File: config.mk
export PLATFORM = sky130hd
export DESIGN_NAME = led_pattern_ctrl
export DESIGN_NICKNAME = d
export VERILOG_FILES = /design/src/rtl/led_pkg.sv /design/src/rtl/led_tick_gen.sv /design/src/rtl/led_pattern_ctrl.sv
export SDC_FILE = /design/constraint.sdc
export NUM_CORES = 1
export LEC_CHECK = 0
export ABC_CLOCK_PERIOD_IN_PS = 4400
export CAP_MARGIN = 15
export CORE_MARGIN = 10
export CORE_UTILIZATION = 58
export DETAILED_ROUTE_END_ITERATION = 8
export GPL_ROUTABILITY_DRIVEN = 0
export PLACE_DENSITY = 0.81
export REMOVE_ABC_BUFFERS = 1
export SLEW_MARGIN = 10
export SYNTH_ARGS = -nofsm -noshare
export SYNTH_HDL_FRONTEND = slang
export SYNTH_SLANG_ARGS = --single-unit
File: constraint.sdc
create_clock -name clk -period 4.4 [get_ports clk]
set_input_delay 0.44 -clock clk [delete_from_list [all_inputs] [get_ports clk]]
set_output_delay 0.44 -clock clk [all_outputs]
set_load 0.01 [all_outputs]
File: src/rtl/led_pkg.sv
// Shared definitions for the rotating LED pattern controller.
package led_pkg;

   localparam int LED_W = 12;
   localparam logic [LED_W-1:0] BASE_PATTERN = 12'b000011101101;

   typedef enum logic [1:0] {
      S_IDLE  = 2'd0,
      S_RUN   = 2'd1,
      S_PAUSE = 2'd2,
      S_DONE  = 2'd3
   } led_state_t;

   typedef logic [1:0] speed_t;

endpackage

File: src/rtl/led_tick_gen.sv
// Step-rate prescaler: emits a one-cycle tick every 2^(TICK_LOG2-speed) enabled cycles.
module led_tick_gen
   import led_pkg::*;
#(
   parameter int TICK_LOG2 = 24
) (
   input  logic   clk,
   input  logic   rst_n,
   input  logic   en,
   input  logic   clr,
   input  speed_t speed,
   output logic   tick
);

   logic [TICK_LOG2-1:0] cnt;
   logic [TICK_LOG2-1:0] limit;

   // period-1 is an all-ones mask narrowed by the speed select
   assign limit = {TICK_LOG2{1'b1}} >> speed;
   assign tick  = en && (cnt == limit);

   always_ff @(posedge clk or negedge rst_n) begin
      if (!rst_n) begin
         cnt <= '0;
      end else if (clr) begin
         cnt <= '0;
      end else if (en) begin
         cnt <= tick ? '0 : cnt + TICK_LOG2'(1);
      end
   end

endmodule

File: src/rtl/led_pattern_ctrl.sv
// Rotating LED pattern controller with run/pause, one-shot revolution and a ready/valid config port.
module led_pattern_ctrl #(
   parameter int                 LED_W        = led_pkg::LED_W,
   parameter logic [LED_W-1:0]   BASE_PATTERN = led_pkg::BASE_PATTERN,
   parameter int                 TICK_LOG2    = 24
) (
   input  logic                  clk,
   input  logic                  rst_n,
   input  logic                  cfg_valid,
   output logic                  cfg_ready,
   input  logic [LED_W-1:0]      cfg_pattern,
   input  logic                  cfg_dir,
   input  led_pkg::speed_t       cfg_speed,
   input  logic                  cfg_oneshot,
   input  logic                  run,
   output logic [LED_W-1:0]      led,
   output logic [3:0]            step,
   output logic                  done
);

   import led_pkg::*;

   led_state_t       state, state_nxt;
   logic [LED_W-1:0] pattern, pattern_nxt;
   logic             dir;
   speed_t           speed;
   logic             oneshot;
   logic             xfer;
   logic             tick;
   logic             presc_en;
   logic             presc_clr;
   logic             wrap_done;
   logic [3:0]       step_adv;
   logic [3:0]       step_nxt;

   function automatic logic [LED_W-1:0] rotl(input logic [LED_W-1:0] p, input logic [3:0] s);
      return (p << s) | (p >> (LED_W - int'(s)));
   endfunction

   assign cfg_ready = (state == S_IDLE) || (state == S_PAUSE);
   assign xfer      = cfg_valid && cfg_ready;

   always_comb begin
      if (!dir) begin
         step_adv = (step == 4'(LED_W - 1)) ? 4'd0 : step + 4'd1;
      end else begin
         step_adv = (step == 4'd0) ? 4'(LED_W - 1) : step - 4'd1;
      end
   end

   // A transfer always clears the prescaler, even when it coincides with a run edge
   always_comb begin
      state_nxt = state;
      presc_en  = 1'b0;
      presc_clr = xfer;
      wrap_done = 1'b0;
      case (state)
         S_IDLE: begin
            if (run) begin
               state_nxt = S_RUN;
               presc_clr = 1'b1;
            end
         end
         S_RUN: begin
            presc_en = 1'b1;
            if (tick && oneshot && (step_adv == 4'd0)) begin
               state_nxt = S_DONE;
               wrap_done = 1'b1;
            end else if (!run) begin
               state_nxt = S_PAUSE;
            end
         end
         S_PAUSE: begin
            if (run) state_nxt = S_RUN;
         end
         S_DONE: begin
            if (!run) state_nxt = S_IDLE;
         end
         default: state_nxt = S_IDLE;
      endcase
   end

   assign pattern_nxt = xfer ? cfg_pattern : pattern;
   assign step_nxt    = xfer ? 4'd0 : ((presc_en && tick) ? step_adv : step);

   always_ff @(posedge clk or negedge rst_n) begin
      if (!rst_n) begin
         state <= S_IDLE;
      end else begin
         state <= state_nxt;
      end
   end

   // led is recomputed from the next-cycle pattern/step so both change on one edge
   always_ff @(posedge clk or negedge rst_n) begin
      if (!rst_n) begin
         pattern <= BASE_PATTERN;
         dir     <= 1'b0;
         speed   <= '0;
         oneshot <= 1'b0;
         step    <= 4'd0;
         led     <= BASE_PATTERN;
         done    <= 1'b0;
      end else begin
         if (xfer) begin
            pattern <= cfg_pattern;
            dir     <= cfg_dir;
            speed   <= cfg_speed;
            oneshot <= cfg_oneshot;
         end
         step <= step_nxt;
         led  <= rotl(pattern_nxt, step_nxt);
         done <= wrap_done;
      end
   end

   led_tick_gen #(
      .TICK_LOG2(TICK_LOG2)
   ) u_tick_gen (
      .clk   (clk),
      .rst_n (rst_n),
      .en    (presc_en),
      .clr   (presc_clr),
      .speed (speed),
      .tick  (tick)
   );

endmodule

==> out/metrics.cfg, run 1 <==
[status]
status=finished, final reports clean

[grt]
overflow=0
antenna_found_initial=0
track_usage=0.187
use_met1=0.261
gr-usage-met2=0.273
grt_max_degree=60
busiest_layer=met2
grt_pass1_vias=3132
gr-usage-met3=0.0540
grt_pass1_wl_um=15600

[timing]
fin_crit_sh=0.844
slew_headroom=0.245
rsz0062_at_grt=no
setup_violations=0
fmax_mhz=269
period_minus_slack_ns=3.72
final_hold_viol_count=0
tns_ns=0
skew_ns=0.0127
slew_viol_final=0
worst_pin_slew_ns=1.13

[clock_tree]
clock_latency_ns=0.35
numCtsBuffers=9
clk_pin_slew_ns=0.07
post_cts_buffers=0
h-tree-depth=3
clockRootBuffer=clkbuf_8
cts.path.max_buffers=2
clock-sinks=59
cts_tree=built
holdBufCountCts=0
cts.repair.resized=0

[logic_synthesis]
avgSynthCellArea_um2=9.32
synthMuxAreaShare=0.149
synth_seq_cells=59
yosysTopAreaCell=dfrtp_1
synthSimpleGateAreaFrac=0.187
synth_compound_area_frac=0.188
yosys.area_share.adder=0.0128
synth_top_family_by_area=compound AO/OA/AOI/OAI gates
yosysWarnings=0
ys_top_cells_by_area=dfrtp_1 30%, mux2i_1 11%, dfstp_2 8.1%, nand2_1 4.9%, o21ai_0 3.8%
yosysMostFrequentCell=nand2_1
yosysSeqAreaShare=0.382
synthFlopType=dfrtp_1
netlist_instances=419
synth_top_area_frac=0.301
async_flop_share=1.00
ys_top_cells_by_count=51 x nand2_1, 47 x dfrtp_1, 41 x mux2i_1
synth.distinct_cells=75
synth_xor_area_frac=0.0266
synth-edff-count=0
netlist_area_um2=3900

[place]
hpwl_um=6970
port_buffers=37

[worst_setup_path]
cp_slowest_cell=mux2_2
start_kind=flip-flop
cpMostUsedCell=ha_1
path_buf_inv=3
worst_ep_arrival_time_ns=3.99
crit_chain=ha_1, nand3_1, nor2_1, o2111ai_4, mux2_2, inv_2, ha_1, inv_1, buf_4, mux4_2, or2_0, mux2i_1, a221o_1
cp_top_family=multiplexers
worstPathRequired_ns=4.68
slowest_delay_ns=0.59
cp_max_fo=18
end_kind=flip-flop
worstSetupPathType=flip-flop to flip-flop

[routing]
drt_first_pass_iters=5
drt_iter0_markers=292
wirelength_um=9480
viasPerCell=6.26
routed-via-count=3344
antenna_left=0
route.detailed.drc=0
wl_per_cell_um=17.7

[floorplanning]
rows=29
dieWidth_um=102
ios=38
core-area_um2=6460
die-area_um2=10400
die_y_um=102
start_util=0.604

[power_and_ir_drop]
vdd_drop_max_v=0.000229
p_leak_nw=1.94
power.density_nw_per_um2=335

[run]
drv_cap=0

[final_layout]
antenna_cells=0
syn_to_final_growth_pct=16.2
regArea_um2=1490
final_util=0.702
drive_gt1_frac=0.144
num-fill-cells=492
multi_input_area_um2=2210
nNetsFinal=476

[min_path]
min_path_type=primary input to asynchronous set/reset pin

==> state kept, by name, indices dropped and copies added (netlist names) <==
| signal | count |
|---|---|
| dir | 1 |
| done | 1 |
| led | 12 |
| oneshot | 1 |
| pattern | 12 |
| speed | 2 |
| state | 2 |
| step | 4 |
| u_tick_gen.cnt | 24 |
==> kinds of logic (layout without fill, tap and decap cells) <==
group | Yosys count | in the layout
AOI/OAI and AO/OA | 96 | 96
xor gates and xnor gates | 11 | 11
adders and majority gates | 4 | 4
buffers and inverters | 46 | 84
DFF | 59 | 59
muxes | 52 | 52
and+or+nand+nor | 151 | 151
==> cell usage in the layout, fill, tap and decap left out, drive strengths merged, types with 4 or more instances in the layout <==
cell type      instances
nor3                   5
xor2                   5
nor4                   4
dfrtp                 47
xnor2                  6
clkdlybuf4s50         36
nand2                 52
o31ai                  6
nand3                 11
o211ai                 8
o21ai                 31
a21oi                  8
dfstp                 12
clkbuf                11
nand2b                10
inv                   26
mux2i                 42
nand4                  7
mux2                   7
nor2                  38
or3                    6
ha                     4
buf                    6
==> power by group <==
group	leakage, nW	internal, mW	total (mW)	switching, mW
combinational	1.07	0.125	0.287	0.162
clock	0.123	0.390	0.609	0.219
sequential	0.745	0.600	0.625	0.0253
total	1.94	1.11	1.52	0.407
==> path summary, 6_finish.rpt <==
| kind | slack, ns | to | from | depth (start not counted) |
|---|---|---|---|---|
| max | 0.68 | led[1] | u_tick_gen.cnt[0] | 13 |
| min | 0.23 | u_tick_gen.cnt[13] | rst_n | 2 |
| max reg2reg | 0.68 | led[1] | u_tick_gen.cnt[0] | 13 |
| min reg2reg | 0.48 | oneshot | oneshot | 2 |
| max in group asynchronous | 3.70 | pattern[4] | rst_n | 2 |
| min in group clk | 0.48 | oneshot | oneshot | 2 |
==> per-stage QoR <==
step	power [mW]	setup slack [ns]	cells	area [um^2]	hold WS (ns)
after CTS	1.53	0.723	534	4540	0.257
after detailed placement	0.918	0.740	518	4300	0.469
final	1.52	0.685	534	4540	0.229
after global routing	1.59	0.404	534	4540	0.293
after global placement	0.913	0.897	518	4300	0.465
after floorplan	0.794	0.475	399	3790	0.144
==> metal layers <==
metal | vias to the layer above | wire length, um | share of wire
met4 | 0 | 130 | 0.014
li1 | 1582 | - | -
met2 | 137 | 4200 | 0.44
met1 | 1611 | 4350 | 0.46
met3 | 14 | 794 | 0.084
met5 | - | 0 | 0
==> cell type report <==
cell class              count  area share
well taps                  77      0.0212
inverters                  26      0.0215
clock buffers              11      0.0312
clock inverters             5      0.0221
repair buffers             42      0.0888
multi-input cells         314       0.486
flip-flops and latches     59       0.329
Power figures use the tool's default switching activity.
==> inputs of run 2 (changes only) <==
--- a/config.mk
+++ b/config.mk
@@ -5,7 +5,7 @@
 export SDC_FILE = /design/constraint.sdc
 export NUM_CORES = 1
 export LEC_CHECK = 0
-export ABC_CLOCK_PERIOD_IN_PS = 4400
+export ABC_CLOCK_PERIOD_IN_PS = 3900
 export CAP_MARGIN = 15
 export CORE_MARGIN = 10
 export CORE_UTILIZATION = 58
==> constraint.sdc (replaced) <==
create_clock -name clk -period 3.9 [get_ports clk]
set_input_delay 0.39 -clock clk [delete_from_list [all_inputs] [get_ports clk]]
set_output_delay 0.39 -clock clk [all_outputs]
set_load 0.01 [all_outputs]
==> out/metrics.cfg, run 2 (same netlist as run 1, synthesis figures left out) <==
[status]
status=finished, final reports clean

[worst_setup_path]
end_kind=flip-flop
timing.rr.start=u_tick_gen.cnt[0]
reg2reg_to=led[3]
start_kind=flip-flop
worstSetupPathType=flip-flop to flip-flop
r2r_cells=10
cp_max_fo=23
worst_ep_arrival_time_ns=3.81
rrSetupSlack_ns=0.37
worstPathRequired_ns=4.17

[final_layout]
antenna_cells=0
final_cells=538
top_register=u_tick_gen.cnt
nNetsFinal=480
regArea_um2=1490
final_util=0.703
final_cell_mix=51 x nand2_1, 47 x dfrtp_1, 41 x mux2i_1
drive_gt1_frac=0.154
largest_register_ffs=24
multi_input_area_um2=2210
syn_to_final_growth_pct=16.3
final_common_cell=nand2_1
num-fill-cells=494
largestRegisters=u_tick_gen.cnt: 24 flops, led: 12 flops, pattern: 12 flops

[grt]
antenna_found_initial=0
overflow=0
grt_pass1_wl_um=15700
track_usage=0.187
grt_max_degree=34
grt_pass1_vias=3168

[routing]
antenna_left=0
wirelength_um=9510
viasPerCell=6.31
routed-via-count=3393
drt_iter0_markers=398
drt_first_pass_iters=5
wl_per_cell_um=17.7
route.detailed.drc=0

[clock_tree]
clock_latency_ns=0.34
post_cts_buffers=0
clk_pin_slew_ns=0.07
numCtsBuffers=9
h-tree-depth=3
clockRootBuffer=clkbuf_8
cts.repair.resized=0
holdBufCountCts=0
cts_tree=built
clock-sinks=59
cts.path.max_buffers=2

[floorplanning]
rows=29
die_y_um=102
core-area_um2=6460
start_util=0.604
ios=38
die-area_um2=10400
dieWidth_um=102

[min_path]
min_path_type=primary input to asynchronous set/reset pin

[timing]
slew_viol_final=0
fin_crit_sh=0.906
period_minus_slack_ns=3.53
worst_pin_slew_ns=1.08
tns_ns=0
fmax_mhz=283
slew_headroom=0.278
setup_violations=0
final_hold_viol_count=0
skew_ns=0.0101
holdWs_ns=0.0600
rsz0062_at_grt=no

[power_and_ir_drop]
p_leak_nw=1.93
power.density_nw_per_um2=360
vdd_drop_max_v=0.000305
finalPower_mw=1.64

[run]
drv_cap=0

[place]
placed_cells=522
port_buffers=37
hpwl_um=6930

==> run 2: changes by cell type in the layout (fill, tap and decap cells not counted) <==
cell,before,now
bufinv_16,3,2
clkinvlp_4,0,3
buf_4,5,9
clkbuf_1,1,0
clkbuf_8,10,9
==> run 2: per-layer routing <==
metal,part of all wire,global-route usage,vias to the layer above
met2,0.42,0.255,188
met1,0.47,0.271,1592
met5,0,0,-
met4,0.022,0.0727,0
met3,0.093,0.0520,22
li1,-,-,1591
==> run 2: worst max-delay path by stage <==
stage / from / endpoint / slack, ns / depth (start not counted)
after floorplan: state[0] / led[3] / 0.01 / 9
after global routing: u_tick_gen.cnt[0] / led[4] / 0.13 / 10
final: u_tick_gen.cnt[0] / led[3] / 0.37 / 10
after global placement: u_tick_gen.cnt[0] / led[1] / 0.56 / 12
after CTS: u_tick_gen.cnt[0] / led[1] / 0.42 / 12
after detailed placement: u_tick_gen.cnt[0] / led[1] / 0.44 / 12
==> run 2: layout make-up <==
cell class / instances / area share
inverter: 26 / 0.0215
multi-input combinational: 314 / 0.486
timing repair buffer: 46 / 0.0953
sequential: 59 / 0.328
clock buffer: 9 / 0.0273
clock inverter: 7 / 0.0204
tap: 77 / 0.0212
==> run 2: where the power goes <==
group	switching (mW)	internal, mW
registers	0.0275	0.676
logic	0.182	0.142
clock network	0.251	0.357
total	0.460	1.18
==> run 2: per-stage QoR <==
| step | instance area [um^2] | worst slack [ns] |
|---|---|---|
| after CTS | 4540 | 0.424 |
| after detailed placement | 4330 | 0.442 |
| final | 4540 | 0.368 |
| after global routing | 4540 | 0.129 |
| after global placement | 4330 | 0.557 |
| after floorplan | 3790 | 0.0112 |
==> run 2: worst max-delay path: stages (launching register included) <==
cell and delay [ns]:
dfrtp_1 0.41, ha_1 0.22, nand3_1 0.19, nor2_1 0.31
o2111ai_4 0.25, mux2_4 0.44, ha_1 0.31, inv_1 0.13
xnor2_1 0.75, nor2_1 0.13, a221o_1 0.32
